## src/rtl/spi_master_ctrl.sv

```systemverilog
// SPI mode-0 master: owns the 32-bit control register and runs byte transfers.
// TX bytes come from the data buffer; RX bytes are written back into the same slot.
module spi_master_ctrl #(
  parameter int CLK_DIV = 4,
  parameter int ADDR_W  = 9
) (
  input  logic              clk_i,
  input  logic              rst_n_i,
  input  logic              wr_ctrl_i,
  input  logic [31:0]       ctrl_wdata_i,
  output logic [31:0]       ctrl_reg_o,
  output logic [ADDR_W-1:0] buf_addr_o,
  input  logic [31:0]       buf_rdata_i,
  output logic [31:0]       buf_wdata_o,
  output logic              buf_we_o,
  output logic              sclk_o,
  output logic              mosi_o,
  input  logic              miso_i,
  output logic              cs_n_o,
  output logic [2:0]        dbg_state_o
);

  localparam logic [2:0] S_IDLE  = 3'd0;
  localparam logic [2:0] S_LOAD  = 3'd1;
  localparam logic [2:0] S_SHIFT = 3'd2;
  localparam logic [2:0] S_STORE = 3'd3;
  localparam logic [2:0] S_DONE  = 3'd4;

  localparam logic [7:0] DIV_LAST = 8'(CLK_DIV - 1);

  logic [2:0]        r_state;
  logic              r_send;
  logic              r_all_ones;
  logic              r_all_zeros;
  logic [8:0]        r_n_tx_end;
  logic [9:0]        r_n_rx_end;
  logic [8:0]        r_index;
  logic              r_load_ph;
  logic [7:0]        r_div;
  logic [3:0]        r_hcnt;
  logic [7:0]        r_tx_sr;
  logic [7:0]        r_rx_sr;
  logic              r_sclk;
  logic              r_mosi;
  logic              r_cs_n;
  logic              r_we;
  logic [ADDR_W-1:0] r_buf_addr;
  logic [31:0]       r_wdata;

  logic [7:0]        w_tx_byte;
  logic              w_unused;

  // all_ones wins over all_zeros; otherwise the buffer supplies the byte.
  assign w_tx_byte = r_all_ones  ? 8'hFF :
                     r_all_zeros ? 8'h00 : buf_rdata_i[7:0];
  assign w_unused  = &{1'b0, buf_rdata_i[31:8], ctrl_wdata_i[31:13], ctrl_wdata_i[3]};

  always_ff @(posedge clk_i or negedge rst_n_i) begin
    if (!rst_n_i) begin
      r_state     <= S_IDLE;
      r_send      <= 1'b0;
      r_all_ones  <= 1'b0;
      r_all_zeros <= 1'b0;
      r_n_tx_end  <= '0;
      r_n_rx_end  <= '0;
      r_index     <= '0;
      r_load_ph   <= 1'b0;
      r_div       <= '0;
      r_hcnt      <= '0;
      r_tx_sr     <= '0;
      r_rx_sr     <= '0;
      r_sclk      <= 1'b0;
      r_mosi      <= 1'b0;
      r_cs_n      <= 1'b1;
      r_we        <= 1'b0;
      r_buf_addr  <= '0;
      r_wdata     <= '0;
    end else begin
      r_we <= 1'b0;
      case (r_state)
        S_IDLE: begin
          // The bus strobe is a plain write: taken only while idle, no back-pressure.
          if (wr_ctrl_i) begin
            r_send      <= ctrl_wdata_i[0];
            r_all_ones  <= ctrl_wdata_i[1];
            r_all_zeros <= ctrl_wdata_i[2];
            r_n_tx_end  <= ctrl_wdata_i[12:4];
          end
          if (r_send) begin
            r_state    <= S_LOAD;
            r_index    <= '0;
            r_n_rx_end <= '0;
            r_cs_n     <= 1'b0;
            r_buf_addr <= '0;
            r_load_ph  <= 1'b0;
          end
        end
        S_LOAD: begin
          if (!r_load_ph) begin
            r_load_ph <= 1'b1;
          end else begin
            r_tx_sr <= w_tx_byte;
            r_mosi  <= w_tx_byte[7];
            r_div   <= '0;
            r_hcnt  <= '0;
            r_state <= S_SHIFT;
          end
        end
        S_SHIFT: begin
          if (r_div == DIV_LAST) begin
            r_div  <= '0;
            r_hcnt <= r_hcnt + 4'd1;
            if (!r_sclk) begin
              r_sclk  <= 1'b1;
              r_rx_sr <= {r_rx_sr[6:0], miso_i};
            end else begin
              r_sclk <= 1'b0;
              if (r_hcnt == 4'd15) begin
                r_state <= S_STORE;
                r_we    <= 1'b1;
                r_wdata <= {24'h0, r_rx_sr};
              end else begin
                r_mosi  <= r_tx_sr[6];
                r_tx_sr <= {r_tx_sr[6:0], 1'b0};
              end
            end
          end else begin
            r_div <= r_div + 8'd1;
          end
        end
        S_STORE: begin
          r_n_rx_end <= {1'b0, r_index} + 10'd1;
          if (r_index == r_n_tx_end) begin
            r_state <= S_DONE;
            r_cs_n  <= 1'b1;
            r_send  <= 1'b0;
            r_mosi  <= 1'b0;
          end else begin
            r_index    <= r_index + 9'd1;
            r_buf_addr <= ADDR_W'(r_index + 9'd1);
            r_load_ph  <= 1'b0;
            r_state    <= S_LOAD;
          end
        end
        S_DONE:  r_state <= S_IDLE;
        default: r_state <= S_IDLE;
      endcase
    end
  end

  assign ctrl_reg_o  = {6'b0, r_n_rx_end, 3'b0, r_n_tx_end, 1'b0, r_all_zeros, r_all_ones, r_send};
  assign buf_addr_o  = r_buf_addr;
  assign buf_wdata_o = r_wdata;
  assign buf_we_o    = r_we;
  assign sclk_o      = r_sclk;
  assign mosi_o      = r_mosi;
  assign cs_n_o      = r_cs_n;
  assign dbg_state_o = r_state;

endmodule
```

## config.mk

```make
export PLATFORM = sky130hd
export DESIGN_NAME = spi_master_ctrl
export DESIGN_NICKNAME = d
export VERILOG_FILES = /design/src/rtl/spi_master_ctrl.sv
export SDC_FILE = /design/constraint.sdc
export NUM_CORES = 1
export LEC_CHECK = 0
export BUFFER_PORTS_ARGS = -buffer_cell sky130_fd_sc_hd__buf_2
export CAP_MARGIN = 20
export CORE_MARGIN = 8
export CORE_UTILIZATION = 40
export CTS_BUF_LIST = sky130_fd_sc_hd__clkbuf_4 sky130_fd_sc_hd__clkbuf_8 sky130_fd_sc_hd__clkbuf_16
export CTS_CLUSTER_DIAMETER = 50
export DETAILED_ROUTE_END_ITERATION = 6
export GPL_ROUTABILITY_DRIVEN = 0
export GPL_TIMING_DRIVEN = 0
export PLACE_DENSITY = 0.8
export REMOVE_ABC_BUFFERS = 1
export SLEW_MARGIN = 20
export SYNTH_ARGS = -nofsm -noshare
export SYNTH_HDL_FRONTEND = slang
export SYNTH_SLANG_ARGS = --single-unit
```

## constraint.sdc

```tcl
create_clock -name clk_i -period 2.2 [get_ports clk_i]
set_clock_uncertainty 0.2 [all_clocks]
set_input_delay 0.22 -clock clk_i [delete_from_list [all_inputs] [get_ports clk_i]]
set_output_delay 0.22 -clock clk_i [all_outputs]
set_load 0.005 [all_outputs]
```

==> impl_metrics.tcl <==
set metrics [dict create \
    setup_slack_ns 0.05438 \
    period_needed_ns 2.146 \
    clock_sinks 74 \
    grt_pass1_wl_um 14510 \
    die_y_um 114.4 \
    outcome "finished clean" \
    grt_max_degree 41 \
    avgSynthCellArea_um2 10.63 \
    dp_worst_setup_slack_ns -0.4830 \
    cp_top_family "simple AND/OR/NAND/NOR gates" \
    crit_chain "nor4_4 > nand4_4 > a211oi_2 > and2_4 > mux2_4" \
    viasPerCell 4.969 \
    cts_tree "done" \
    critPathMaxStageDelay_ns 0.45 \
    slew_violations 0 \
    hpwl_um 6241 \
    cts_max_level 3 \
    finalNetCount 519 \
    postSynthCellCount 364 \
    yosys_warnings 0 \
    yosysUniqueCellTypes 51 \
    synthTopCellsByArea "dfrtp_1 47%, mux2_2 10%, buf_4 7.8%" \
    antenna_found_initial 0 \
    rsz0062_at_grt "yes" \
    drive_gt1_frac 0.3510 \
    clockRootBuffer "clkbuf_8" \
    ioPinCount 148 \
    synth_area_mm2 0.003870 \
    cp-end-kind "flop" \
    relSlewSlack 0.6573 \
    crit_slowest_cell "dfrtp_2" \
    power_density_mw_per_mm2 1070 \
    path_clk_slew_ns 0.08 \
    wire_per_inst_um 15.41 \
    yosysTopAreaCell "dfrtp_1" \
    hold_viol 0 \
    post-route-util 0.4887 \
    postLayoutCellArea_mm2 0.004688 \
    period_share 0.9753 \
    initial_utilization 0.4034 \
    yosysMostFrequentCell "dfrtp_1" \
    fin_hold_ws_ns 0.08562 \
    synth_top_cell_area_share 0.4720 \
    hold_class "input pin to flop" \
    leakagePower_uw 0.002245 \
    ys_ff_latch 74 \
    die_area_mm2 0.01308 \
    fmax_mhz 466.1 \
    die_width_um 114.4 \
    synth_commonest_cells "73 x dfrtp_1, 40 x buf_4, 35 x mux2_2, 33 x nand2_1, 31 x o21ai_0" \
    rows 36 \
    grt_pass1_vias 2862 \
    drc_errors 0 \
    ctsLongestPathBuffers 2 \
    worstSetupPathType "flop to flop" \
    first_iter_violations 144 \
    firstDrtPassIters 4 \
    wl_um 9046 \
    drv_cap 0 \
    dpl_cell_area_mm2 0.004182 \
    fillCellCount 867 \
    crit_path_start_kind "flop" \
    path_buf_inv 0 \
    ys_seq_area_frac 0.4788 \
    areaGrowthSynthToFinish_pct 21.14 \
    worstPathArrival_ns 2.20 \
    ir_worst_vdd_uv 379.1 \
    grtUsageTotal 0.1395 \
    cp.required_ns 2.25 \
    vias 2917 \
    tightest_slew_ns 0.5141 \
    synth-async-reset-ratio 1.000 \
    finalSetupViolCount 0 \
    io_buffers 69 \
    cts_buffers 9 \
    synth_edf_count 0 \
    synth_top_flop_cell "dfrtp_1" \
    drtAntennaViolNets 0 \
    grt_overflow 0 \
    insertion_delay_ns 0.36 \
    coreArea_mm2 0.009594 \
    finalPower_uw 5016 \
    crit_fanout 6 \
]
## registers in the layout (all words and copies together) (netlist names), 3 cells and up
name and cells:
dbg_state_o 3, r_n_tx_end 9, buf_addr_o 9, r_div 8, r_n_rx_end 10, r_tx_sr 7
r_rx_sr 8, buf_wdata_o 8, r_hcnt 4
## cells by family (layout without fill, tap and decap cells)
kind of cell | Yosys count | after routing | synth area share
adders and majority gates | 3 | 3 | 0.009700
muxes | 36 | 36 | 0.1044
and+or+nand+nor | 97 | 97 | 0.1452
xor gates and xnor gates | 20 | 20 | 0.04526
DFF | 74 | 74 | 0.4788
buffers and inverters | 61 | 117 | 0.1005
other | 1 | 35 | 0.0009690
AOI/OAI and AO/OA | 72 | 72 | 0.1151
## metal layers
metal	track usage	wire length, um	share of wire	vias up
met3	0.04852	691	0.076	14
met2	0.2326	4465	0.49	103
met5	0	0	0	-
met4	0.06034	161	0.018	0
met1	0.1587	3727	0.41	1418
li1	-	-	-	1382
## where the power goes
group | switching (uW) | internal (uW) | total, uW
combinational | 901 | 890 | 1790
sequential | 369 | 1670 | 2040
clock | 526 | 663 | 1190
total | 1800 | 3220 | 5020
## per-stage QoR
step	TNS (ns)	instances
after floorplan	-6.400	343
after global placement	-21.97	545
after detailed placement	-8.367	548
after CTS	0	584
after global routing	-0.07270	586
final	0	587
## worst register-to-register path, stage by stage, from the launching register on
cell and delay, ns:
dfrtp_2 0.45, nor4_4 0.38, nand4_4 0.19, a211oi_2 0.26, and2_4 0.26, mux2_4 0.32
## final cells by class
| class | instances | area (um^2) | share of cell area |
|---|---|---|---|
| timing repair buffer | 94 | 590.6 | 0.1260 |
| sequential | 74 | 1866 | 0.3979 |
| clock buffer | 11 | 138.9 | 0.02962 |
| inverter | 7 | 26.28 | 0.005604 |
| multi-input combinational | 262 | 1819 | 0.3880 |
| tap | 133 | 166.4 | 0.03550 |
| antenna | 1 | 2.502 | 0.0005338 |
| clock inverter | 5 | 78.83 | 0.01681 |
## path summary, 6_finish.rpt
check | cells after the start | startpoint | endpoint | slack, ns
min in group asynchronous | 2 | rst_n_i | r_all_zeros$_DFFE_PN0P_ | 0.15
setup reg to reg | 5 | r_div[5]$_DFFE_PN0P_ | r_tx_sr[3]$_DFFE_PN0P_ | 0.05
max in group asynchronous | 3 | rst_n_i | buf_addr_o[5]$_DFFE_PN0P_ | 1.07
hold / removal | 4 | buf_rdata_i[5] | r_tx_sr[5]$_DFFE_PN0P_ | 0.09
setup / recovery | 5 | r_div[5]$_DFFE_PN0P_ | r_tx_sr[3]$_DFFE_PN0P_ | 0.05
hold reg to reg | 2 | r_n_rx_end[6]$_DFFE_PN0P_ | r_n_rx_end[6]$_DFFE_PN0P_ | 0.29
## layout by cell type, fill, tap and decap left out, types with 4 or more instances in the layout
cell type / n
xnor2_1: 11
buf_2: 70
nor2_1: 10
nand4_1: 7
nand3_1: 10
mux2_2: 29
o31ai_1: 5
mux2_4: 6
and3_1: 4
nand2_1: 32
dfrtp_2: 10
clkbuf_8: 9
conb_1: 34
inv_1: 6
a21oi_1: 15
dlygate4sd3_1: 14
o311ai_0: 4
xor2_1: 9
buf_4: 8
dfrtp_1: 63
nand2b_1: 8
o21ai_0: 31
a21o_1: 5
## what timing repair did
item                                    CTS  global route
endpoints found under the setup margin   41            24
hold buffers                             14             0
buffers inserted                          6             2
hold endpoints to repair                 47             0
pin swaps                                 3             4
resized for setup                         9            16
gates cloned                              0             0
No activity file was read; power rests on OpenSTA's default activity.
